`config.mk`:
```
export PLATFORM = sky130hd
export DESIGN_NAME = tile_map_arbiter
export DESIGN_NICKNAME = d
export VERILOG_FILES = /design/src/rtl/tile_map_arbiter.sv
export SDC_FILE = /design/constraint.sdc
export NUM_CORES = 1
export LEC_CHECK = 0
export BUFFER_PORTS_ARGS = -buffer_cell sky130_fd_sc_hd__buf_2
export CELL_PAD_IN_SITES_DETAIL_PLACEMENT = 1
export CELL_PAD_IN_SITES_GLOBAL_PLACEMENT = 1
export CORE_MARGIN = 2
export CORE_UTILIZATION = 30
export CTS_CLUSTER_DIAMETER = 200
export CTS_CLUSTER_SIZE = 40
export DETAILED_ROUTE_END_ITERATION = 16
export HOLD_SLACK_MARGIN = 0.1
export PLACE_DENSITY_LB_ADDON = 0.1
export SYNTH_ARGS = -nofsm -noshare
export SYNTH_HDL_FRONTEND = slang
export SYNTH_SLANG_ARGS = --single-unit
```
`constraint.sdc`:
```
create_clock -name i_Clk -period 6.9 [get_ports i_Clk]
set_clock_uncertainty 0.1 [all_clocks]
set_input_delay 1.035 -clock i_Clk [delete_from_list [all_inputs] [get_ports i_Clk]]
set_output_delay 1.035 -clock i_Clk [all_outputs]
set_load 0.01 [all_outputs]
```
`src/rtl/tile_map_arbiter.sv`:
```
// tile_map_arbiter: shares the tile-map BRAM between the video renderer and game-logic commands, plus a clear-map fill
module tile_map_arbiter #(
  parameter int MAP_W = 20,
  parameter int MAP_H = 15,
  parameter logic [3:0] CLEAR_VALUE = 4'h1,
  parameter logic [3:0] OOR_CELL = 4'hF
) (
  input  logic       i_Clk,
  input  logic       i_Reset,
  input  logic       i_Vid_Req,
  input  logic [4:0] i_Vid_X,
  input  logic [3:0] i_Vid_Y,
  output logic       o_Vid_Valid,
  output logic [3:0] o_Vid_Cell,
  input  logic       i_Cmd_Valid,
  output logic       o_Cmd_Ready,
  input  logic       i_Cmd_Write,
  input  logic [4:0] i_Cmd_X,
  input  logic [3:0] i_Cmd_Y,
  input  logic [3:0] i_Cmd_Data,
  output logic       o_Rsp_Valid,
  output logic [3:0] o_Rsp_Data,
  output logic       o_Rsp_Err,
  input  logic       i_Clear_Start,
  output logic       o_Clear_Busy,
  output logic       o_Clear_Done,
  output logic [8:0] o_Ram_RAddr,
  input  logic [7:0] i_Ram_RData,
  output logic [8:0] o_Ram_WAddr,
  output logic [7:0] o_Ram_WData,
  output logic       o_Ram_WE
);
  localparam int MAP_BYTES = MAP_W * MAP_H / 2;
  localparam logic [8:0] LAST = 9'(MAP_BYTES - 1);
  typedef enum logic [2:0] {IDLE, RD_ISSUE, RD_WAIT, WRITE, RESP, CLEAR} state_t;
  state_t state, state_nxt;
  logic [8:0] cnt, cmd_addr;
  logic [7:0] byte_q;
  logic [3:0] cmd_data, rsp_data;
  logic cmd_write, cmd_hi, cmd_err, accept, acc_oor, vid_oor, vid_v1, vid_hi1, vid_oor1;
  function automatic logic [8:0] cell_addr(input logic [4:0] x, input logic [3:0] y);
    return 9'(y) * 9'(MAP_W / 2) + 9'(x[4:1]);
  endfunction
  assign acc_oor = int'(i_Cmd_X) >= MAP_W || int'(i_Cmd_Y) >= MAP_H;
  assign vid_oor = int'(i_Vid_X) >= MAP_W || int'(i_Vid_Y) >= MAP_H;
  assign o_Cmd_Ready = state == IDLE && !i_Reset;
  assign accept = o_Cmd_Ready && i_Cmd_Valid && !i_Clear_Start;
  assign o_Clear_Busy = state == CLEAR;
  assign o_Rsp_Valid = state == RESP;
  assign o_Rsp_Data = state == RESP ? rsp_data : 4'h0;
  assign o_Rsp_Err = state == RESP && cmd_err;
  assign o_Ram_RAddr = i_Vid_Req ? cell_addr(i_Vid_X, i_Vid_Y) : state == RD_ISSUE ? cmd_addr : 9'd0;
  assign o_Ram_WE = state == WRITE || state == CLEAR;
  assign o_Ram_WAddr = state == CLEAR ? cnt : state == WRITE ? cmd_addr : 9'd0;
  assign o_Ram_WData = state == CLEAR ? {CLEAR_VALUE, CLEAR_VALUE} :
                       state == WRITE ? (cmd_hi ? {cmd_data, byte_q[3:0]} : {byte_q[7:4], cmd_data}) : 8'h00;
  // state register
  always_ff @(posedge i_Clk)
    state <= i_Reset ? IDLE : state_nxt;
  // next-state: video owns the read port, so a pending command read waits in RD_ISSUE
  always_comb begin
    state_nxt = state;
    case (state)
      IDLE:     state_nxt = i_Clear_Start ? CLEAR : accept ? (acc_oor ? RESP : RD_ISSUE) : IDLE;
      RD_ISSUE: state_nxt = i_Vid_Req ? RD_ISSUE : RD_WAIT;
      RD_WAIT:  state_nxt = cmd_write ? WRITE : RESP;
      WRITE:    state_nxt = RESP;
      RESP:     state_nxt = IDLE;
      CLEAR:    state_nxt = cnt == LAST ? IDLE : CLEAR;
      default:  state_nxt = IDLE;
    endcase
  end
  // command latch, read-modify-write byte capture, response data and fill counter
  always_ff @(posedge i_Clk)
    if (i_Reset) begin
      cmd_write <= 1'b0;
      cmd_hi <= 1'b0;
      cmd_addr <= 9'd0;
      cmd_data <= 4'h0;
      cmd_err <= 1'b0;
      byte_q <= 8'h00;
      rsp_data <= 4'h0;
      cnt <= 9'd0;
      o_Clear_Done <= 1'b0;
    end else begin
      if (accept) begin
        cmd_write <= i_Cmd_Write;
        cmd_hi <= i_Cmd_X[0];
        cmd_addr <= cell_addr(i_Cmd_X, i_Cmd_Y);
        cmd_data <= i_Cmd_Data;
        cmd_err <= acc_oor;
        rsp_data <= 4'h0;
      end
      if (state == RD_WAIT) begin
        byte_q <= i_Ram_RData;
        rsp_data <= cmd_hi ? i_Ram_RData[7:4] : i_Ram_RData[3:0];
      end
      if (state == WRITE) rsp_data <= cmd_data;
      cnt <= state == CLEAR && cnt != LAST ? cnt + 9'd1 : 9'd0;
      o_Clear_Done <= state == CLEAR && cnt == LAST;
    end
  // two-stage video pipe: nibble select and range flag meet the BRAM data one cycle later
  always_ff @(posedge i_Clk)
    if (i_Reset) begin
      vid_v1 <= 1'b0;
      vid_hi1 <= 1'b0;
      vid_oor1 <= 1'b0;
      o_Vid_Valid <= 1'b0;
      o_Vid_Cell <= 4'h0;
    end else begin
      vid_v1 <= i_Vid_Req;
      vid_hi1 <= i_Vid_X[0];
      vid_oor1 <= vid_oor;
      o_Vid_Valid <= vid_v1;
      if (vid_v1) o_Vid_Cell <= vid_oor1 ? OOR_CELL : vid_hi1 ? i_Ram_RData[7:4] : i_Ram_RData[3:0];
    end
endmodule

```
==> results of run 1 <==
## how the worst max path moves through the flow
stage,to,slack (ns),cells past startpoint
3_5_place_dp,o_Ram_RAddr[6],2.63,8
4_1_cts,o_Ram_RAddr[6],2.63,8
2_1_floorplan,o_Ram_RAddr[6],2.97,6
5_1_grt,o_Ram_RAddr[6],2.56,8
3_3_place_gp,o_Ram_RAddr[6],2.67,8
6_report,o_Ram_RAddr[6],2.63,8
## worst reg2reg max path, delay by kind of cell, from the launching register on
kind	cells	cell delay, ns
AO/OA/AOI/OAI	2	0.47
flip-flops	1	0.52
AND/OR/NAND/NOR	2	1.31
## placed cells by master, fill, tap and decap left out, drive strengths merged, types with 9 or more instances in the layout
master,synthesis,routed
a21oi,29,29
a22o,14,14
buf,10,76
dfxtp,49,49
ha,16,16
nand2,42,42
nor2,31,31
o21ai,18,18
xnor2,9,9
## registers in the layout, indices dropped and copies added (netlist names)
register and flops:
cmd_addr 9, o_Vid_Cell 4, cmd_hi 1, vid_oor1 1
o_Clear_Done 1, byte_q 8, rsp_data 4, cmd_err 1
cmd_data 4, state 3, vid_hi1 1, vid_v1 1
cmd_write 1, cnt 9, o_Vid_Valid 1
## final cells by class
class,count,area [µm²]
Inverter,8,30.0
Clock inverter,2,38.8
Fill cell,1160,5860
Sequential cell,49,981
Clock buffer,6,72.6
Timing Repair Buffer,76,380
Tap cell,129,161
Multi-Input combinational cell,259,1760
## logic make-up after synthesis
kind of cell             count (synthesis)  synth area share (%)
multiplexers                            16                  5.92
AND/OR/NAND/NOR                        121                  21.1
adder cells (fa/ha/maj)                 20                  9.74
XOR/XNOR                                15                  4.57
flip-flops                              49                  34.1
AO/OA/AOI/OAI                           87                  19.8
buffers and inverters                   24                  4.70
## report_power, final
group / total [mW] / internal [mW] / switching [mW]
Combinational: 0.143 / 0.0609 / 0.0823
Clock: 0.207 / 0.109 / 0.0981
Sequential: 0.313 / 0.295 / 0.0183
Total: 0.664 / 0.465 / 0.199
## stage by stage
stage	area [µm²]	utilization, %	total power [mW]	hold slack (ns)
finish	3420	36.9	0.664	0.366
global route	3420	36.9	0.708	0.393
CTS	3420	36.9	0.675	0.371
detailed placement	3310	35.7	0.464	0.358
global placement	3310	35.7	0.463	0.350
floorplan	2880	-	0.414	0.343
## routing by layer
metal	part of all wire [%]	vias up	wire (µm)	track usage, %
li1	-	1316	-	-
met3	3.4	7	292	3.08
met5	0	-	0	0
met4	0.68	0	58	3.49
met2	43	45	3660	25.9
met1	53	1252	4490	26.0
==> metrics.yaml, run 1 <==
hold_path:
  hold_class: "flip-flop to flip-flop"
  min_from: "rsp_data[2]"
  min_to: "rsp_data[2]"
  whs_path_depth: 2
floorplanning:
  num_rows: 35
  core_area_um2: 9280
  fp.dieW_um: 102
  die_area_um2: 10400
  initial_core_util_pct: 31.0
  die_h_um: 102
  num_io_pins: 77
power_and_ir_drop:
  p_leak_nw: 1.40
  power_density_nw_per_um2: 194
  ir_worst_vdd_uv: 79.9
sta:
  rsz0062_at_grt: "false"
  slew_violations: 0
  hold_violations: 0
  fin_crit_ns: 4.27
  fin_ws_ns: 2.63
  setup_viol: 0
  fmax_ghz: 0.234
  period_share_pct: 61.8
  tightest_slew_ns: 1.04
  relSlewSlack_pct: 30.5
  tns_ns: 0
synthesis:
  syn_area_um2: 2880
  netlist_top_cells_count: "49 x dfxtp_1, 41 x nand2_1, 31 x nor2_1, 27 x a21oi_1, 18 x o21ai_0"
  synth_cell_type_count: 50
  ys_seq_area_share_pct: 34.1
  synth_top_area_share_pct: 34.1
  synth_fp_nets: 388
  avgSynthCellArea_um2: 8.66
  synth-edff-count: 0
  synthCells: 332
  synthTopCellsByArea: "dfxtp_1 34%, ha_1 7.0%, nand2_1 5.4%"
  synthFlopType: "dfxtp_1"
  synth.most_common_cell: "dfxtp_1"
  ys_seq_elements: 49
  async_flop_share_pct: 0
  yosysTopAreaCell: "dfxtp_1"
  ys_warn_count: 0
clock_tree:
  clkTransAtPathRegs_ns: 0.08
  cts-resized-gates: 0
  cts_root_buf: "clkbuf_8"
  clock_latency_ns: 0.31
  cts_buffers: 5
  cts_tree: "built"
  clock-sinks: 49
  htree_num_levels: 2
  post_cts_buffers: 0
  cts-hold-fix-buffers: 0
  clockBufferDepth: 2
job:
  max_cap_violations: 0
routing:
  dr.pass1.iters: 4
  route.vias.total: 2620
  finalWirelength_um: 8510
  vias_per_cell: 4.95
  drcViolationCount: 0
  wl_per_cell_um: 16.1
  drtIter0Drc: 84
  ant_nets: 0
setup_path:
  path_cells: "buf_2, ha_1, ha_1, fa_1, nand2_1, or3_1, a32o_1, buf_2"
  cp_data_required_time_ns: 5.76
  r2r-start: "state[1]"
  worstSetupStartpoint: "i_Vid_Y[1]"
  crit_family: "adder cells"
  cpMaxStageDelayCell: "fa_1"
  rr_endpoint: "rsp_data[2]"
  path_buf_inv: 2
  crit_fanout: 4
  crit_type: "primary input to primary output"
  ff2ff_setup_slack_ns: 4.42
  reg2reg_depth: 4
  max_stage_delay_ns: 0.55
  critPathLaunchType: "primary input"
  end_kind: "primary output"
  crit_arrival_ns: 3.13
finish:
  finalNonFillerCells: 529
  nNetsFinal: 455
  diodes: 0
  drive_gt1_share_pct: 24.8
  syn_to_final_growth_pct: 19.1
placement:
  portBuffers: 76
  pre_cts_ws_ns: 2.63
  hpwl_um: 6450
  place_congestion: 0.786
  placedCellCount: 521
run_status:
  outcome: "finished clean"
global_routing:
  grt.total_usage_pct: 17.3
  grt_max_degree: 41
  grt-ovfl-total: 0
  grt_pass1_wl_um: 14000
  grt_pass1_vias: 2646
  antenna_found_initial: 0
No activity file was read; power rests on OpenSTA's default activity.
==> inputs of run 2 (changes only) <==
==> constraint.sdc (replaced) <==
create_clock -name i_Clk -period 4.01 [get_ports i_Clk]
set_clock_uncertainty 0.1 [all_clocks]
set_input_delay 0.6015 -clock i_Clk [delete_from_list [all_inputs] [get_ports i_Clk]]
set_output_delay 0.6015 -clock i_Clk [all_outputs]
set_load 0.01 [all_outputs]
==> metrics.yaml, run 2 (same netlist as run 1, synthesis figures left out) <==
sta:
  fin_crit_ns: 3.43
  whs_ns: 0.368  # +0.00158 ns
  fin_ws_ns: 0.581  # -2.05 ns
  setup_viol: 0  # unchanged
  hold_violations: 0  # unchanged
  period_share_pct: 85.5
  tightest_slew_ns: 0.903  # -0.135 ns
  slew_violations: 0  # unchanged
  fmax_ghz: 0.292
  relSlewSlack_pct: 39.5  # +9.1 points
  tns_ns: 0  # unchanged
  rsz0062_at_grt: "false"
clock_tree:
  post_cts_buffers: 0  # unchanged
  cts_tree: "built"
  htree_num_levels: 2  # unchanged
  cts_root_buf: "clkbuf_8"
  cts-resized-gates: 0  # unchanged
  clkTransAtPathRegs_ns: 0.09  # about the same
  cts_buffers: 5  # unchanged
  clock-sinks: 49  # unchanged
  cts-hold-fix-buffers: 0  # unchanged
  clock_latency_ns: 0.31  # about the same
  clockBufferDepth: 2  # unchanged
routing:
  wl_per_cell_um: 15.8  # -1.6%
  drcViolationCount: 0  # unchanged
  ant_nets: 0  # unchanged
  drtIter0Drc: 82  # -2.4%
  vias_per_cell: 4.91  # -0.79%
  dr.pass1.iters: 4  # unchanged
  route.vias.total: 2614  # -0.23%
  finalWirelength_um: 8420  # -1.1%
floorplanning:
  num_io_pins: 77  # unchanged
  core_area_um2: 9280  # unchanged
  fp.dieW_um: 102  # unchanged
  die_area_um2: 10400  # unchanged
  initial_core_util_pct: 31.0  # unchanged
  die_h_um: 102  # unchanged
  num_rows: 35  # unchanged
finish:
  diodes: 0  # unchanged
  syn_to_final_growth_pct: 20.0
  finalNonFillerCells: 532  # +0.57%
  fin_util_pct: 37.2  # +0.28 points
  fin_area_um2: 3450  # +0.77%
  nNetsFinal: 458  # +0.66%
  final_cell_mix: "76 x buf_2, 49 x dfxtp_1, 41 x nand2_1"
  drive_gt1_share_pct: 25.6  # +0.81 points
  top_regs: "cmd_addr: 9 flops, cnt: 9 flops, byte_q: 8 flops"
  final_common_cell: "buf_2"
power_and_ir_drop:
  ir_worst_vdd_uv: 135  # +69%
  p_leak_nw: 1.42  # +1.0%
  p_total_mw: 1.15  # +74%
  power_density_nw_per_um2: 335  # +73%
setup_path:
  crit_fanout: 4  # unchanged
  critPathLaunchType: "primary input"
  worstSetupStartpoint: "i_Vid_Y[1]"
  crit_type: "primary input to primary output"
  cp_data_required_time_ns: 3.31  # -2.45 ns
  crit_family: "adder cells"
  r2r-start: "state[0]"
  path_cells: "buf_2, ha_1, ha_1, fa_1, nand2_1, or3_1, a32o_1, buf_2"
  crit_arrival_ns: 2.73  # -0.40 ns
  cpMaxStageDelayCell: "fa_1"
  max_stage_delay_ns: 0.55  # about the same
  end_kind: "primary output"
  path_buf_inv: 2  # unchanged
placement:
  place_congestion: 0.767  # -2.4%
  portBuffers: 76  # unchanged
  pre_cts_ws_ns: 0.585  # -2.04 ns
  hpwl_um: 6410  # -0.59%
  placedCellCount: 524  # +0.58%
  place_area_um2: 3340  # +0.68%
run_status:
  outcome: "finished clean"
global_routing:
  grt-ovfl-total: 0  # unchanged
  grt_pass1_wl_um: 13400  # -4.6%
  antenna_found_initial: 0  # unchanged
  grt_max_degree: 41  # unchanged
  grt_pass1_vias: 2520  # -4.8%
  grt.total_usage_pct: 16.5  # -0.81 points
job:
  max_cap_violations: 0  # unchanged
hold_path:
  min_from: "rsp_data[2]"
  hold_class: "flip-flop to flip-flop"
==> run 2: changes by cell type in the layout (fill, tap and decap cells not counted) <==
cell        previous run  this run
buf_4                  0         3
clkbuf_1               1         0
clkinvlp_4             0         1
==> run 2: path summary, 6_finish.rpt <==
| path | endpoint | slack [ns] | depth (start not counted) |
|---|---|---|---|
| setup / recovery | o_Ram_RAddr[6] | 0.58 | 8 |
| hold reg to reg | rsp_data[2] | 0.37 | 2 |
| hold / removal | rsp_data[2] | 0.37 | 2 |
| setup reg to reg | cnt[6] | 1.76 | 5 |
==> run 2: report_power, final <==
group	internal (mW)	switching, mW
combinational	0.107	0.142
clock	0.187	0.180
sequential	0.508	0.0313
total	0.802	0.353
==> run 2: cell type report <==
cell class	count	area (µm²)
Clock buffer	5	68.8
Clock inverter	3	46.3
Fill cell	1151	5830
Inverter	8	30.0
Multi-Input combinational cell	259	1760
Sequential cell	49	981
Tap cell	129	161
Timing Repair Buffer	79	403
==> run 2: metal layers <==
| metal | GRT usage [%] | share of wire, % | wire length (µm) |
|---|---|---|---|
| met5 | 0 | 0 | 0 |
| met4 | 3.69 | 0.89 | 75 |
| met3 | 2.67 | 3.5 | 296 |
| met2 | 24.7 | 42 | 3530 |
| met1 | 24.7 | 54 | 4510 |
==> run 2: worst reg2reg max path: stages, from the launching register on <==
cell and delay, ns:
dfxtp_1 0.69, nor2b_1 0.28, nand2_1 0.20, inv_1 0.35, nand3b_1 0.39, nor2_1 0.19
==> inputs of run 3 (changes only) <==
--- a/config.mk
+++ b/config.mk
@@ -5,6 +5,7 @@
 export SDC_FILE = /design/constraint.sdc
 export NUM_CORES = 1
 export LEC_CHECK = 0
+export ABC_AREA = 1
 export BUFFER_PORTS_ARGS = -buffer_cell sky130_fd_sc_hd__buf_2
 export CELL_PAD_IN_SITES_DETAIL_PLACEMENT = 1
 export CELL_PAD_IN_SITES_GLOBAL_PLACEMENT = 1
@@ -14,7 +15,7 @@
 export CTS_CLUSTER_SIZE = 40
 export DETAILED_ROUTE_END_ITERATION = 16
 export HOLD_SLACK_MARGIN = 0.1
-export PLACE_DENSITY_LB_ADDON = 0.1
+export PLACE_DENSITY_LB_ADDON = 0.08
 export SYNTH_ARGS = -nofsm -noshare
 export SYNTH_HDL_FRONTEND = slang
 export SYNTH_SLANG_ARGS = --single-unit
==> constraint.sdc (replaced) <==
create_clock -name i_Clk -period 4 [get_ports i_Clk]
set_clock_uncertainty 0.1 [all_clocks]
set_input_delay 0.6 -clock i_Clk [delete_from_list [all_inputs] [get_ports i_Clk]]
set_output_delay 0.6 -clock i_Clk [all_outputs]
set_load 0.01 [all_outputs]
==> metrics.yaml, run 3 <==
clock_tree:
  clock-sinks: 49  # unchanged
  clockBufferDepth: 2  # unchanged
  clock_latency_ns: 0.30  # about the same
  clkTransAtPathRegs_ns: 0.10  # about the same
  cts-hold-fix-buffers: 0  # unchanged
  cts_tree: "built"
  htree_num_levels: 2  # unchanged
  post_cts_buffers: 0  # unchanged
  cts_buffers: 5  # unchanged
  cts_root_buf: "clkbuf_8"
  cts-resized-gates: 0  # unchanged
setup_path:
  crit_fanout: 4  # unchanged
  end_kind: "primary output"
  critPathLaunchType: "primary input"
  cp_data_required_time_ns: 3.30  # about the same
  crit_arrival_ns: 2.62  # -0.11 ns
  crit_type: "primary input to primary output"
sta:
  fin_crit_ns: 3.32
  tns_ns: 0  # unchanged
  hold_violations: 0  # unchanged
  tightest_slew_ns: 0.718  # -0.185 ns
  relSlewSlack_pct: 52.0  # +12 points
  fmax_ghz: 0.301
  period_share_pct: 83.0
  rsz0062_at_grt: "false"
  slew_violations: 0  # unchanged
  setup_viol: 0  # unchanged
routing:
  ant_nets: 0  # unchanged
  route.vias.total: 2955  # +13%
  drcViolationCount: 0  # unchanged
  finalWirelength_um: 9000  # +6.9%
  drtIter0Drc: 67  # -18%
  vias_per_cell: 4.69  # -4.5%
  dr.pass1.iters: 4  # unchanged
  wl_per_cell_um: 14.3  # -9.7%
global_routing:
  grt_pass1_wl_um: 14500  # +8.4%
  use_met1_pct: 21.5  # -3.1 points
  grt_pass1_vias: 3043  # +21%
  grt.busiest_layer: "met2"
  grt_max_degree: 28  # -32%
  antenna_found_initial: 0  # unchanged
  grt-ovfl-total: 0  # unchanged
  met2_usage_pct: 33.4  # +8.7 points
  grt.total_usage_pct: 17.7  # +1.2 points
  grtUsageMet3_pct: 2.28  # -0.38 points
finish:
  finalNonFillerCells: 630  # +18%
  syn_to_final_growth_pct: 20.3
  top_regs: "cmd_addr: 9 flops, cnt: 9 flops, byte_q: 8 flops"
  final_common_cell: "nand2_1"
  drive_gt1_share_pct: 20.3  # -5.2 points
  nNetsFinal: 552  # +21%
  diodes: 0  # unchanged
  final_cell_mix: "87 x nand2_1, 76 x buf_2, 66 x inv_1"
floorplanning:
  die_area_um2: 10600  # +2.5%
  core_area_um2: 9640  # +3.8%
  initial_core_util_pct: 30.6  # -0.38 points
  fp.dieW_um: 103  # +1.2%
  num_rows: 36  # +2.9%
  num_io_pins: 77  # unchanged
  die_h_um: 103  # +1.2%
synthesis:
  synth_cell_type_count: 32  # -36%
  async_flop_share_pct: 0  # unchanged
  synthFlopType: "dfxtp_1"
  yosysTopAreaCell: "dfxtp_1"
  ys_seq_area_share_pct: 33.2  # -0.85 points
  netlist_top_cells_count: "87 x nand2_1, 66 x inv_1, 55 x o21ai_0, 49 x dfxtp_1, 40 x nor2_1"
  avgSynthCellArea_um2: 6.97  # -19%
  synth.most_common_cell: "nand2_1"
  ys_warn_count: 0  # unchanged
  syn_area_um2: 2950  # +2.6%
  synthCells: 423  # +27%
  synth_fp_nets: 479  # +23%
  synthTopCellsByArea: "dfxtp_1 33%, nand2_1 11%, o21ai_0 9.3%"
  synth_top_area_share_pct: 33.2  # -0.85 points
  ys_seq_elements: 49  # unchanged
  synth-edff-count: 0  # unchanged
hold_path:
  hold_class: "flip-flop to flip-flop"
placement:
  place_congestion: 0.786  # +2.4%
  hpwl_um: 7140  # +11%
  placedCellCount: 622  # +19%
  portBuffers: 76  # unchanged
job:
  max_cap_violations: 0  # unchanged
power_and_ir_drop:
  ir_worst_vdd_uv: 161  # +20%
  power_density_nw_per_um2: 325  # -3.0%
  p_leak_nw: 1.66  # +17%
run_status:
  outcome: "finished clean"
[run 3: stage by stage]
stage	area (µm²)	total power, mW	util [%]	worst slack (ns)	hold slack (ns)
after floorplan	2950	0.696	-	1.07	0.325
after global placement	3430	0.779	35.6	0.763	0.352
after detailed placement	3430	0.785	35.6	0.676	0.357
after CTS	3550	1.17	36.8	0.672	0.373
after global routing	3550	1.22	36.8	0.567	0.381
final	3550	1.15	36.8	0.680	0.367
[run 3: path summary, 6_finish.rpt]
kind / start / to / slack [ns] / cells after the start
setup / recovery: i_Vid_Y[1] / o_Ram_RAddr[6] / 0.68 / 9
hold / removal: byte_q[5] / byte_q[5] / 0.37 / 2
setup reg to reg: state[2] / rsp_data[1] / 2.26 / 7
hold reg to reg: byte_q[5] / byte_q[5] / 0.37 / 2
[run 3: final cells by class]
class                           instances  area (µm²)
Clock buffer                            7        86.3
Clock inverter                          1        30.0
Fill cell                            1300        6090
Inverter                               69         259
Multi-Input combinational cell        294        1640
Sequential cell                        49         981
Tap cell                              133         166
Timing Repair Buffer                   77         388
[run 3: per-layer routing]
layer	vias up	share of wire [%]
li1	1501	-
met1	1400	44
met2	49	52
met3	5	3.2
met4	0	0.51
met5	-	0
[run 3: report_power, final]
| group | switching (mW) | internal (mW) | total (mW) |
|---|---|---|---|
| Combinational | 0.153 | 0.0882 | 0.241 |
| Clock | 0.178 | 0.204 | 0.383 |
| Sequential | 0.0183 | 0.510 | 0.529 |
| Total | 0.349 | 0.803 | 1.15 |
[run 3: worst max-delay path: stages]
cell     delay, ns
buf_2         0.14
ha_1          0.30
ha_1          0.23
fa_1          0.58
nand2_1       0.07
a31oi_1       0.28
nor2_1        0.07
o21ai_0       0.19
buf_2         0.16
[run 3: cell families (layout without fill, tap and decap cells)]
| kind of cell | Yosys count | after routing | synth area share [%] |
|---|---|---|---|
| AO/OA/AOI/OAI | 111 | 111 | 20.1 |
| flip-flops | 49 | 49 | 33.2 |
| XOR/XNOR | 9 | 9 | 2.67 |
| buffers and inverters | 80 | 154 | 11.2 |
| AND/OR/NAND/NOR | 154 | 154 | 23.2 |
| adder cells (fa/ha/maj) | 20 | 20 | 9.50 |
